--- src/rtl/fpga_cfg_loader.sv ---
// -----------------------------------------------------------------------------
// fpga_cfg_loader
//
// Purpose: byte-serial configuration loader for the fabric. Assembles the
// incoming stream into 33-bit LUT configuration words (register select bit
// plus 32-bit truth table) and one switch-box mux word. Each word is written
// into the fabric with a one-cycle strobe. The loader then reports
// done / error / fabric enable.
//
// Stream: for each LUT, 4 truth-table bytes (MSB first) and 1 flag byte
// (bit 0 = register select, bits 7:1 reserved and must be zero). Then
// SB_W/8 switch-box bytes (MSB first). Then, only when CFG_CHK_EN is
// defined, a checksum byte equal to the XOR of all preceding bytes.
//
// Optional feature macro: CFG_CHK_EN (trailing checksum byte and CHK state).
//
// Ports:
//   clock, reset         rising-edge clock, synchronous active-high reset
//   cfg_start            one-cycle pulse that (re)arms loading from LUT 1
//   cfg_data/cfg_valid   stream byte and its valid flag
//   cfg_ready            loader accepts a byte this cycle
//   lut_we, lut_wdata    one-hot LUT write strobe and word {reg_sel, tt[31:0]}
//   sb_we, sb_wdata      switch-box write strobe and word
//   cfg_done, cfg_err    load terminated / terminated with an error (levels)
//   fabric_en            registered: done and no error
//   dbg_state            current FSM state, for observation only
//
// Handshake: a byte transfers on every rising edge where cfg_valid and
// cfg_ready are both high. cfg_ready never depends on cfg_valid. A byte
// presented together with cfg_start is not taken.
// -----------------------------------------------------------------------------
module fpga_cfg_loader #(
  parameter int NUM_LUT = 16,
  parameter int SB_W    = 16
) (
  input  logic               clock,
  input  logic               reset,
  input  logic               cfg_start,
  input  logic [7:0]         cfg_data,
  input  logic               cfg_valid,
  output logic               cfg_ready,
  output logic [NUM_LUT-1:0] lut_we,
  output logic [32:0]        lut_wdata,
  output logic               sb_we,
  output logic [SB_W-1:0]    sb_wdata,
  output logic               cfg_done,
  output logic               cfg_err,
  output logic               fabric_en,
  output logic [2:0]         dbg_state
);

  localparam int SB_BYTES = SB_W / 8;
  // The assembly register must hold a full switch-box word if it exceeds 32 bits.
  localparam int ASM_W    = (SB_W > 32) ? SB_W : 32;
  localparam int LIW      = (NUM_LUT > 1) ? $clog2(NUM_LUT) : 1;
  localparam int SBCW     = $clog2(SB_BYTES) + 1;

  localparam logic [2:0] S_IDLE = 3'd0;
  localparam logic [2:0] S_LUT  = 3'd1;
  localparam logic [2:0] S_SB   = 3'd2;
  localparam logic [2:0] S_CHK  = 3'd3;
  localparam logic [2:0] S_DONE = 3'd4;
  localparam logic [2:0] S_ERR  = 3'd5;

  localparam logic [NUM_LUT-1:0] LUT_ONE = NUM_LUT'(1);

  logic [2:0]         r_state;
  logic [2:0]         r_byte_cnt;
  logic [LIW-1:0]     r_lut_idx;
  logic [SBCW-1:0]    r_sb_cnt;
  logic [ASM_W-1:0]   r_shift;
  logic [NUM_LUT-1:0] r_lut_we;
  logic [32:0]        r_lut_wdata;
  logic               r_sb_we;
  logic [SB_W-1:0]    r_sb_wdata;
  logic               r_done;
  logic               r_err;
  logic               r_fabric_en;
`ifdef CFG_CHK_EN
  logic [7:0]         r_chk;
`endif

  logic               w_ready;
  logic               w_accept;
  logic [ASM_W-1:0]   w_shift_next;

  assign w_ready      = ((r_state == S_LUT) || (r_state == S_SB) || (r_state == S_CHK))
                        && !cfg_start;
  assign w_accept     = cfg_valid && w_ready;
  assign w_shift_next = {r_shift[ASM_W-9:0], cfg_data};

  always_ff @(posedge clock) begin
    if (reset) begin
      r_state     <= S_IDLE;
      r_byte_cnt  <= '0;
      r_lut_idx   <= '0;
      r_sb_cnt    <= '0;
      r_shift     <= '0;
      r_lut_we    <= '0;
      r_lut_wdata <= '0;
      r_sb_we     <= 1'b0;
      r_sb_wdata  <= '0;
      r_done      <= 1'b0;
      r_err       <= 1'b0;
      r_fabric_en <= 1'b0;
`ifdef CFG_CHK_EN
      r_chk       <= '0;
`endif
    end else begin
      // Strobes are single-cycle; fabric_en trails the done/err levels by one cycle.
      r_lut_we    <= '0;
      r_sb_we     <= 1'b0;
      r_fabric_en <= r_done && !r_err;
      if (cfg_start) begin
        // Restart from LUT 1. Words already written stay in the fabric,
        // and the write-data registers keep their last values.
        r_state     <= S_LUT;
        r_byte_cnt  <= '0;
        r_lut_idx   <= '0;
        r_sb_cnt    <= '0;
        r_shift     <= '0;
        r_done      <= 1'b0;
        r_err       <= 1'b0;
        r_fabric_en <= 1'b0;
`ifdef CFG_CHK_EN
        r_chk       <= '0;
`endif
      end else if (w_accept) begin
        r_shift <= w_shift_next;
`ifdef CFG_CHK_EN
        r_chk   <= r_chk ^ cfg_data;
`endif
        case (r_state)
          S_LUT: begin
            if (r_byte_cnt == 3'd4) begin
              // Flag byte: the truth table is already complete in r_shift.
              if (|cfg_data[7:1]) begin
                r_state <= S_ERR;
                r_done  <= 1'b1;
                r_err   <= 1'b1;
              end else begin
                r_lut_we    <= LUT_ONE << r_lut_idx;
                r_lut_wdata <= {cfg_data[0], r_shift[31:0]};
                r_byte_cnt  <= '0;
                if (r_lut_idx == LIW'(NUM_LUT - 1)) begin
                  r_lut_idx <= '0;
                  r_state   <= S_SB;
                end else begin
                  r_lut_idx <= r_lut_idx + 1'b1;
                end
              end
            end else begin
              r_byte_cnt <= r_byte_cnt + 3'd1;
            end
          end
          S_SB: begin
            if (r_sb_cnt == SBCW'(SB_BYTES - 1)) begin
              r_sb_we    <= 1'b1;
              r_sb_wdata <= w_shift_next[SB_W-1:0];
              r_sb_cnt   <= '0;
`ifdef CFG_CHK_EN
              r_state    <= S_CHK;
`else
              r_state    <= S_DONE;
              r_done     <= 1'b1;
`endif
            end else begin
              r_sb_cnt <= r_sb_cnt + 1'b1;
            end
          end
`ifdef CFG_CHK_EN
          S_CHK: begin
            // r_chk holds the XOR of every byte before this one.
            r_done <= 1'b1;
            if (cfg_data == r_chk) begin
              r_state <= S_DONE;
            end else begin
              r_state <= S_ERR;
              r_err   <= 1'b1;
            end
          end
`endif
          default: ;
        endcase
      end
    end
  end

  assign cfg_ready = w_ready;
  assign lut_we    = r_lut_we;
  assign lut_wdata = r_lut_wdata;
  assign sb_we     = r_sb_we;
  assign sb_wdata  = r_sb_wdata;
  assign cfg_done  = r_done;
  assign cfg_err   = r_err;
  assign fabric_en = r_fabric_en;
  assign dbg_state = r_state;

endmodule

--- config.mk ---
export PLATFORM = sky130hd
export DESIGN_NAME = fpga_cfg_loader
export DESIGN_NICKNAME = d
export VERILOG_FILES = /design/src/rtl/fpga_cfg_loader.sv
export SDC_FILE = /design/constraint.sdc
export NUM_CORES = 1
export LEC_CHECK = 0
export ABC_AREA = 0
export CORE_MARGIN = 5
export CORE_UTILIZATION = 50
export DETAILED_ROUTE_END_ITERATION = 10
export GPL_TIMING_DRIVEN = 0
export MAX_ROUTING_LAYER = met4
export PLACE_DENSITY = 0.78
export SETUP_SLACK_MARGIN = 0.3
export SYNTH_ARGS = -nofsm -noshare
export SYNTH_HDL_FRONTEND = slang
export SYNTH_SLANG_ARGS = --single-unit
--- constraint.sdc ---
create_clock -name clock -period 2.2 [get_ports clock]
set_input_delay 0.22 -clock clock [delete_from_list [all_inputs] [get_ports clock]]
set_output_delay 0.22 -clock clock [all_outputs]
set_load 0.1 [all_outputs]
==> summary.md, run 1 <==
| Metric | Value |
|---|---|
| Clock-pin slew on the worst setup and hold paths | 0.05 ns |
| Skew final | 0.006012 ns |
| Max FO, Critical Path | 9 |
| First-pass DRT Iterations | 4 |
| Worst slack at placement | -0.1276 ns |
| Final hold viol count | 0 |
| Vias in the first global route | 3576 |
| MaxCap Viol Count | 0 |
| EDFF count, synth | 0 |
| Syn-to-layout area delta | 37.80% |
| Post-synthesis sequential area ratio | 55.02% |
| Hold path cells | 4 |
| I/O Pins | 85 |
| Largest net degree at the start of global routing | 17 |
| Ranking of synthesized cells by area | dfxtp_1, nand2_1, a21oi_1 |
| Pleak | 0.001982 uW |
| Element type at the critical path end | output pin |
| Reg power frac | 44.2% |
| Post-Synthesis Cells | 492 |
| Clock sink count | 113 |
| WHS | 0.3456 ns |
| Clock power share | 53.0% |
| Initial core utilization | 50.55% |
| DR DRC count | 0 |
| Mapped Area | 4111 um2 |
| Power density over cell area | 821.2 nW/um2 |
| Layout cells sized above 1 | 18.65% |
| Die W | 100.7 um |
| Drt total wl | 10230 um |
| Number of synthesis warnings | 0 |
| Fmax | 0.5211 GHz |
| Type of the worst setup path | flip-flop to output pin |
| Pint | 3713 uW |
| Routability-driven placement congestion ratio | 0.8469 |
| Yosys reg bits | 113 |
| Logic pwr share | 2.7% |
| Die Span Y | 100.7 um |
| Placeable Area | 8134 um2 |
| Post-DP HPWL | 7311 um |
| Synth top area share | 55.02% |
| Max VDD drop | 0.0005928 V |
| Rel. slew slack | 36.28% |
| Clock Latency Late Sink | 0.51 ns |
| Synth Net Count | 512 |
| CTS Root Cell | clkbuf_8 |
| Ys flop type | dfxtp_1 |
| Most frequent cell after synthesis | nand2_1 |
| Arr. time, crit path | 1.70 ns |
| Worst Tran Pin Value | 0.9595 ns |
| Final Max Tran Viols | 0 |
| Syn avg cell area | 8.357 um2 |
| Finished Cell Area | 5665 um2 |
| Fin nets | 615 |
| Sw Ratio | 20.20% |
| Grt total ovfl | 0 |
| Ys async rst share | 0% |
| Iter 0 DRT Violations | 253 |
| Row Count | 33 |
| Final period utilization | 87.22% |
| Hold Crit Class | input port to flip-flop |
| Final setup vio count | 0 |
| Placed Area | 5094 um2 |
| Sw power | 940.0 uW |
| Startpoint Class | flip-flop |
| Antenna Cells | 0 |
| Vias/cell | 5.070 |
| Port Buffers | 83 |
| Reg2reg path depth | 7 |
| First-pass GRT wire length | 17120 um |
| Via count | 3605 |
| Fin worst setup slack | 0.2811 ns |
| Initial antenna violation count | 0 |
| Distinct cells, synth | 42 |
| Run status | completed |
| Clock Tree Buf Depth | 2 |
| Post-synth top area cell | dfxtp_1 |
| TritonCTS clock tree | done |
| H-tree levels | 4 |
| Routed Antenna Nets | 0 |
| WL/cell | 14.39 um |
| CP Data Required Time | 1.98 ns |
| DIE AREA | 10140 um2 |
| Hold Buf Count CTS | 0 |
| Tot GR Track Use | 22.06% |
| Fin Setup TNS | 0 ns |
| CTS Buf Count | 17 |
| Synth cell count leaders | nand2_1, dfxtp_1, a21oi_1, nor2_1, clkbuf_1 |
| Final min period | 1.919 ns |
| RSZ-0062 raised after global routing | yes |
==> per-stage QoR <==
step	power [uW]	cells	util (%)
2_1_floorplan	2170	492	-
3_3_place_gp	2223	680	62.62
3_5_place_dp	2225	680	62.62
4_1_cts	4679	710	69.80
5_1_grt	4816	711	69.65
6_report	4653	711	69.65
==> sequential cells by signal, indices dropped and copies added (netlist names) <==
signal	count
r_byte_cnt	3
r_sb_cnt	2
cfg_done	1
fabric_en	1
cfg_err	1
sb_we	1
sb_wdata	16
lut_wdata	33
dbg_state	3
r_lut_idx	4
lut_we	16
r_shift	32
==> power groups by stage <==
stage	logic (uW)	clock network [uW]	registers (uW)
4_1_cts	127	2500	2060
3_3_place_gp	125	0	2100
3_5_place_dp	126	0	2100
5_1_grt	137	2620	2060
2_1_floorplan	63.8	0	2110
6_report	128	2470	2060
==> cell families (layout without fill, tap and decap cells) <==
kind of cell | Yosys count | count (layout) | synth area share [%]
AOI/OAI and AO/OA | 96 | 96 | 12.36
xor gates and xnor gates | 3 | 3 | 0.6392
adders and majority gates | 8 | 8 | 2.435
buffers and inverters | 37 | 151 | 4.626
DFF | 113 | 113 | 55.02
muxes | 1 | 1 | 0.2739
and+or+nand+nor | 234 | 234 | 24.65
==> worst max-delay path, cell delays in order, from the launching register on <==
cell and delay (ns):
dfxtp_4 0.33, buf_2 0.21, nor2_1 0.13, nor3_4 0.16
clkbuf_4 0.35
==> cell usage in the layout, fill, tap and decap left out, drive strengths merged, types with 2 or more instances in the layout <==
master and count:
nand2 179, dfxtp 113, a21oi 87, clkdlybuf4s15 61, clkbuf 55, nor2 24
buf 12, clkdlybuf4s50 10, ha 8, inv 7, nor3 7, and3 4
and2 3, nand2b 3, clkinv 3, o21ai 3, nand4 3, nand3 2
xnor2 2, nor3b 2, a211oi 2
==> worst paths after layout <==
kind / startpoint / end / slack [ns]
setup reg to reg: dbg_state[1]$_SDFFE_PP0P_ / dbg_state[0]$_SDFFE_PP0P_ / 0.39
setup / recovery: dbg_state[1]$_SDFFE_PP0P_ / cfg_ready / 0.28
hold / removal: reset / r_sb_cnt[1]$_SDFFE_PP0P_ / 0.35
hold reg to reg: sb_wdata[4]$_SDFFE_PP0P_ / sb_wdata[4]$_SDFFE_PP0P_ / 0.45
==> routing by layer <==
| metal | GRT usage (%) | routed length [um] |
|---|---|---|
| met5 | - | 0 |
| met4 | 9.637 | 184 |
| met3 | 4.775 | 642 |
| met2 | 35.24 | 4976 |
| met1 | 26.84 | 4427 |
==> repair_timing <==
action	4_1_cts	5_1_grt
setup buffers	0	1
endpoints found under the hold margin	0	0
pin swaps	0	1
endpoints found under the setup margin	73	71
gates resized for setup	176	35
==> area by class of cell <==
cell class | count | area, um2
fill | 643 | 2469
sequential | 113 | 2271
multi-input combinational | 342 | 1684
timing repair buffer | 84 | 838.3
clock buffer | 25 | 494.2
buffer | 30 | 167.7
tap | 105 | 131.4
clock inverter | 5 | 52.55
inverter | 7 | 26.28
No activity file was read; power rests on OpenSTA's default activity.
==> run 2: changes to the inputs <==
Settings changed: PLACE_DENSITY 0.78 to unset, PLACE_DENSITY_LB_ADDON set to 0.25.
==> run 2 against run 1 <==
- global-route usage is 0.63 points lower
- clock power is 7% higher
- hold slack worse by 0.0044 ns
- sequential power hardly changed
- wire length is 1.4% lower
- critical path type unchanged
- largest power group unchanged
==> summary.md, run 2 (synthesis gave the netlist of run 1 again) <==
| Metric | Value |
|---|---|
| Run status | completed (unchanged) |
| Worst Tran Pin Value | 0.9501 ns (was 0.9595 ns) |
| Hold Crit Class | input port to flip-flop (unchanged) |
| Grt total ovfl | 0 (unchanged) |
| Multi-input logic area | 1680 um2 (was 1684 um2) |
| CP Cell Sequence | buf_2 > nor2_1 > nor3_4 > clkbuf_4 (unchanged) |
| Sw Ratio | 20.71% (was 20.20%) |
| MaxCap Viol Count | 0 (unchanged) |
| FILL cells | 635 (was 643) |
| Die W | 100.7 um (unchanged) |
| Clock sink count | 113 (unchanged) |
| First-pass DRT Iterations | 4 (unchanged) |
| I/O Pins | 85 (unchanged) |
| Reg power frac | 42.6% (was 44.2%) |
| Largest stage delay on the critical path | 0.35 ns (about the same) |
| Fin nets | 614 (was 615) |
| Max FO, Critical Path | 9 (unchanged) |
| Rel. slew slack | 36.91% (was 36.28%) |
| Final Max Tran Viols | 0 (unchanged) |
| Syn-to-layout area delta | 37.43% (was 37.80%) |
| Reg2reg path depth | 7 (unchanged) |
| Final period utilization | 86.05% (was 87.22%) |
| CTS Buf Count | 17 (unchanged) |
| Skew final | 0.006545 ns (was 0.006012 ns) |
| Tot GR Track Use | 21.43% (was 22.06%) |
| RSZ-0062 raised after global routing | yes (unchanged) |
| Worst reg2reg setup slack | 0.39 ns (about the same) |
| Critical path endpoint | cfg_ready (unchanged) |
| Gr busiest metal | met2 (unchanged) |
| Element type at the critical path end | output pin (unchanged) |
| Pleak | 0.001993 uW (was 0.001982 uW) |
| Clock Latency Late Sink | 0.51 ns (about the same) |
| Fmax | 0.5282 GHz (was 0.5211 GHz) |
| Clock Tree Buf Depth | 2 (unchanged) |
| DR DRC count | 0 (unchanged) |
| WL/cell | 14.16 um (was 14.39 um) |
| Vias in the first global route | 3499 (was 3576) |
| Via count | 3626 (was 3605) |
| Worst R2R End | dbg_state[0]$_SDFFE_PP0P_ (unchanged) |
| Row Count | 33 (unchanged) |
| Initial antenna violation count | 0 (unchanged) |
| Hold Buf Count CTS | 0 (unchanged) |
| Layout cells sized above 1 | 19.60% (was 18.65%) |
| Iter 0 DRT Violations | 213 (was 253) |
| First-pass GRT wire length | 16590 um (was 17120 um) |
| Max reg flops | 33 (unchanged) |
| Clock power share | 54.8% (was 53.0%) |
| Arr. time, crit path | 1.67 ns (was 1.70 ns) |
| Worst setup path startpoint | dbg_state[1]$_SDFFE_PP0P_ (unchanged) |
| CP Buf/Inv Count | 2 (unchanged) |
| Sw power | 1000 uW (was 940.0 uW) |
| FF+latch area | 2271 um2 (unchanged) |
| Die Span Y | 100.7 um (unchanged) |
| Clock-pin slew on the worst setup and hold paths | 0.06 ns (was 0.05 ns) |
| Power density over cell area | 854.7 nW/um2 (was 821.2 nW/um2) |
| WHS | 0.3412 ns (was 0.3456 ns) |
| TritonCTS clock tree | done (unchanged) |
| Type of the worst setup path | flip-flop to output pin (unchanged) |
| Startpoint Class | flip-flop (unchanged) |
| Final setup vio count | 0 (unchanged) |
| Routability-driven placement congestion ratio | 0.9387 (was 0.8469) |
| FF-to-FF Start | r_byte_cnt[0]$_SDFFE_PP0P_ (was dbg_state[1]$_SDFFE_PP0P_) |
| Drt total wl | 10080 um (was 10230 um) |
| Fin Setup TNS | 0 ns (unchanged) |
| Most common cell after layout, fill and taps aside | nand2_1 (unchanged) |
| Routed Antenna Nets | 0 (unchanged) |
| Largest delay contributor family on the critical path | buffers and inverters (unchanged) |
| Post-CTS Setup Inserts | 0 (unchanged) |
| Post_cts resized | 173 (was 176) |
| Met3 usage | 5.882% (was 4.775%) |
| Largest net degree at the start of global routing | 17 (unchanged) |
| Port Buffers | 83 (unchanged) |
| Logic pwr share | 2.6% (was 2.7%) |
| M1 GR Usage | 25.22% (was 26.84%) |
| Placeable Area | 8134 um2 (unchanged) |
| Pwr Total | 4829 uW (was 4653 uW) |
| Final hold viol count | 0 (unchanged) |
| Antenna Cells | 0 (unchanged) |
| CP max stage cell | clkbuf_4 (unchanged) |
| Met2 usage | 34.94% (was 35.24%) |
| Final min period | 1.893 ns (was 1.919 ns) |
| Pint | 3829 uW (was 3713 uW) |
| Most frequent cells in the layout | nand2_1, dfxtp_1, a21oi_1, clkdlybuf4s15_2, nor2_1 (unchanged) |
| H-tree levels | 4 (unchanged) |
| Placed Area | 5094 um2 (unchanged) |
| DIE AREA | 10140 um2 (unchanged) |
| Vias/cell | 5.093 (was 5.070) |
| Levels on crit path | 4 (unchanged) |
| Post-DP HPWL | 7189 um (was 7311 um) |
| Finished Cell Area | 5650 um2 (was 5665 um2) |
| CP Data Required Time | 1.98 ns (about the same) |
| CTS Root Cell | clkbuf_8 (unchanged) |
| Worst slack at placement | -0.1002 ns (was -0.1276 ns) |
| Initial core utilization | 50.55% (unchanged) |
| Fin worst setup slack | 0.3069 ns (was 0.2811 ns) |
| Max VDD drop | 0.0006980 V (was 0.0005928 V) |
==> run 2: layer usage <==
metal,share of wire [%],vias to the layer above
met5,0,-
met4,1.7,0
met3,6.2,21
met2,50,120
met1,42,1667
li1,-,1818
==> run 2: worst reg2reg max path: stages, from the launching register on <==
cell	delay [ns]
dfxtp_1	0.36
inv_1	0.09
ha_1	0.23
and4b_2	0.28
and2_1	0.20
o211a_1	0.23
a211oi_1	0.23
nor2_1	0.05
==> run 2: through the flow <==
step	cells	utilization (%)
2_1_floorplan	492	-
3_3_place_gp	680	62.62
3_5_place_dp	680	62.62
4_1_cts	712	70.13
5_1_grt	712	69.47
6_report	712	69.47
==> run 2: how the worst min path moves through the flow <==
stage / slack, ns / from / endpoint / cells past startpoint
4_1_cts: 0.33 / reset / r_sb_cnt[1]$_SDFFE_PP0P_ / 4
3_3_place_gp: 0.42 / r_sb_cnt[1]$_SDFFE_PP0P_ / r_sb_cnt[1]$_SDFFE_PP0P_ / 2
6_report: 0.34 / reset / r_sb_cnt[1]$_SDFFE_PP0P_ / 4
5_1_grt: 0.39 / cfg_data[2] / sb_wdata[2]$_SDFFE_PP0P_ / 3
2_1_floorplan: 0.34 / cfg_start / dbg_state[0]$_SDFFE_PP0P_ / 2
3_5_place_dp: 0.43 / r_sb_cnt[1]$_SDFFE_PP0P_ / r_sb_cnt[1]$_SDFFE_PP0P_ / 2
==> run 2: area by class of cell <==
type,instances,share of cell area (%)
plain buffers,30,2.967
flip-flops and latches,113,40.19
inverters,7,0.4650
clock inverters,11,2.436
multi-input cells,342,29.74
well taps,105,2.325
repair buffers,83,14.11
clock buffers,21,7.772
==> run 2: power by group through the flow <==
stage | registers, uW | logic, uW | clock network [uW]
3_3_place_gp | 2100 | 124 | 0
4_1_cts | 2060 | 126 | 2670
2_1_floorplan | 2110 | 63.8 | 0
3_5_place_dp | 2100 | 125 | 0
5_1_grt | 2050 | 136 | 2760
6_report | 2060 | 127 | 2650
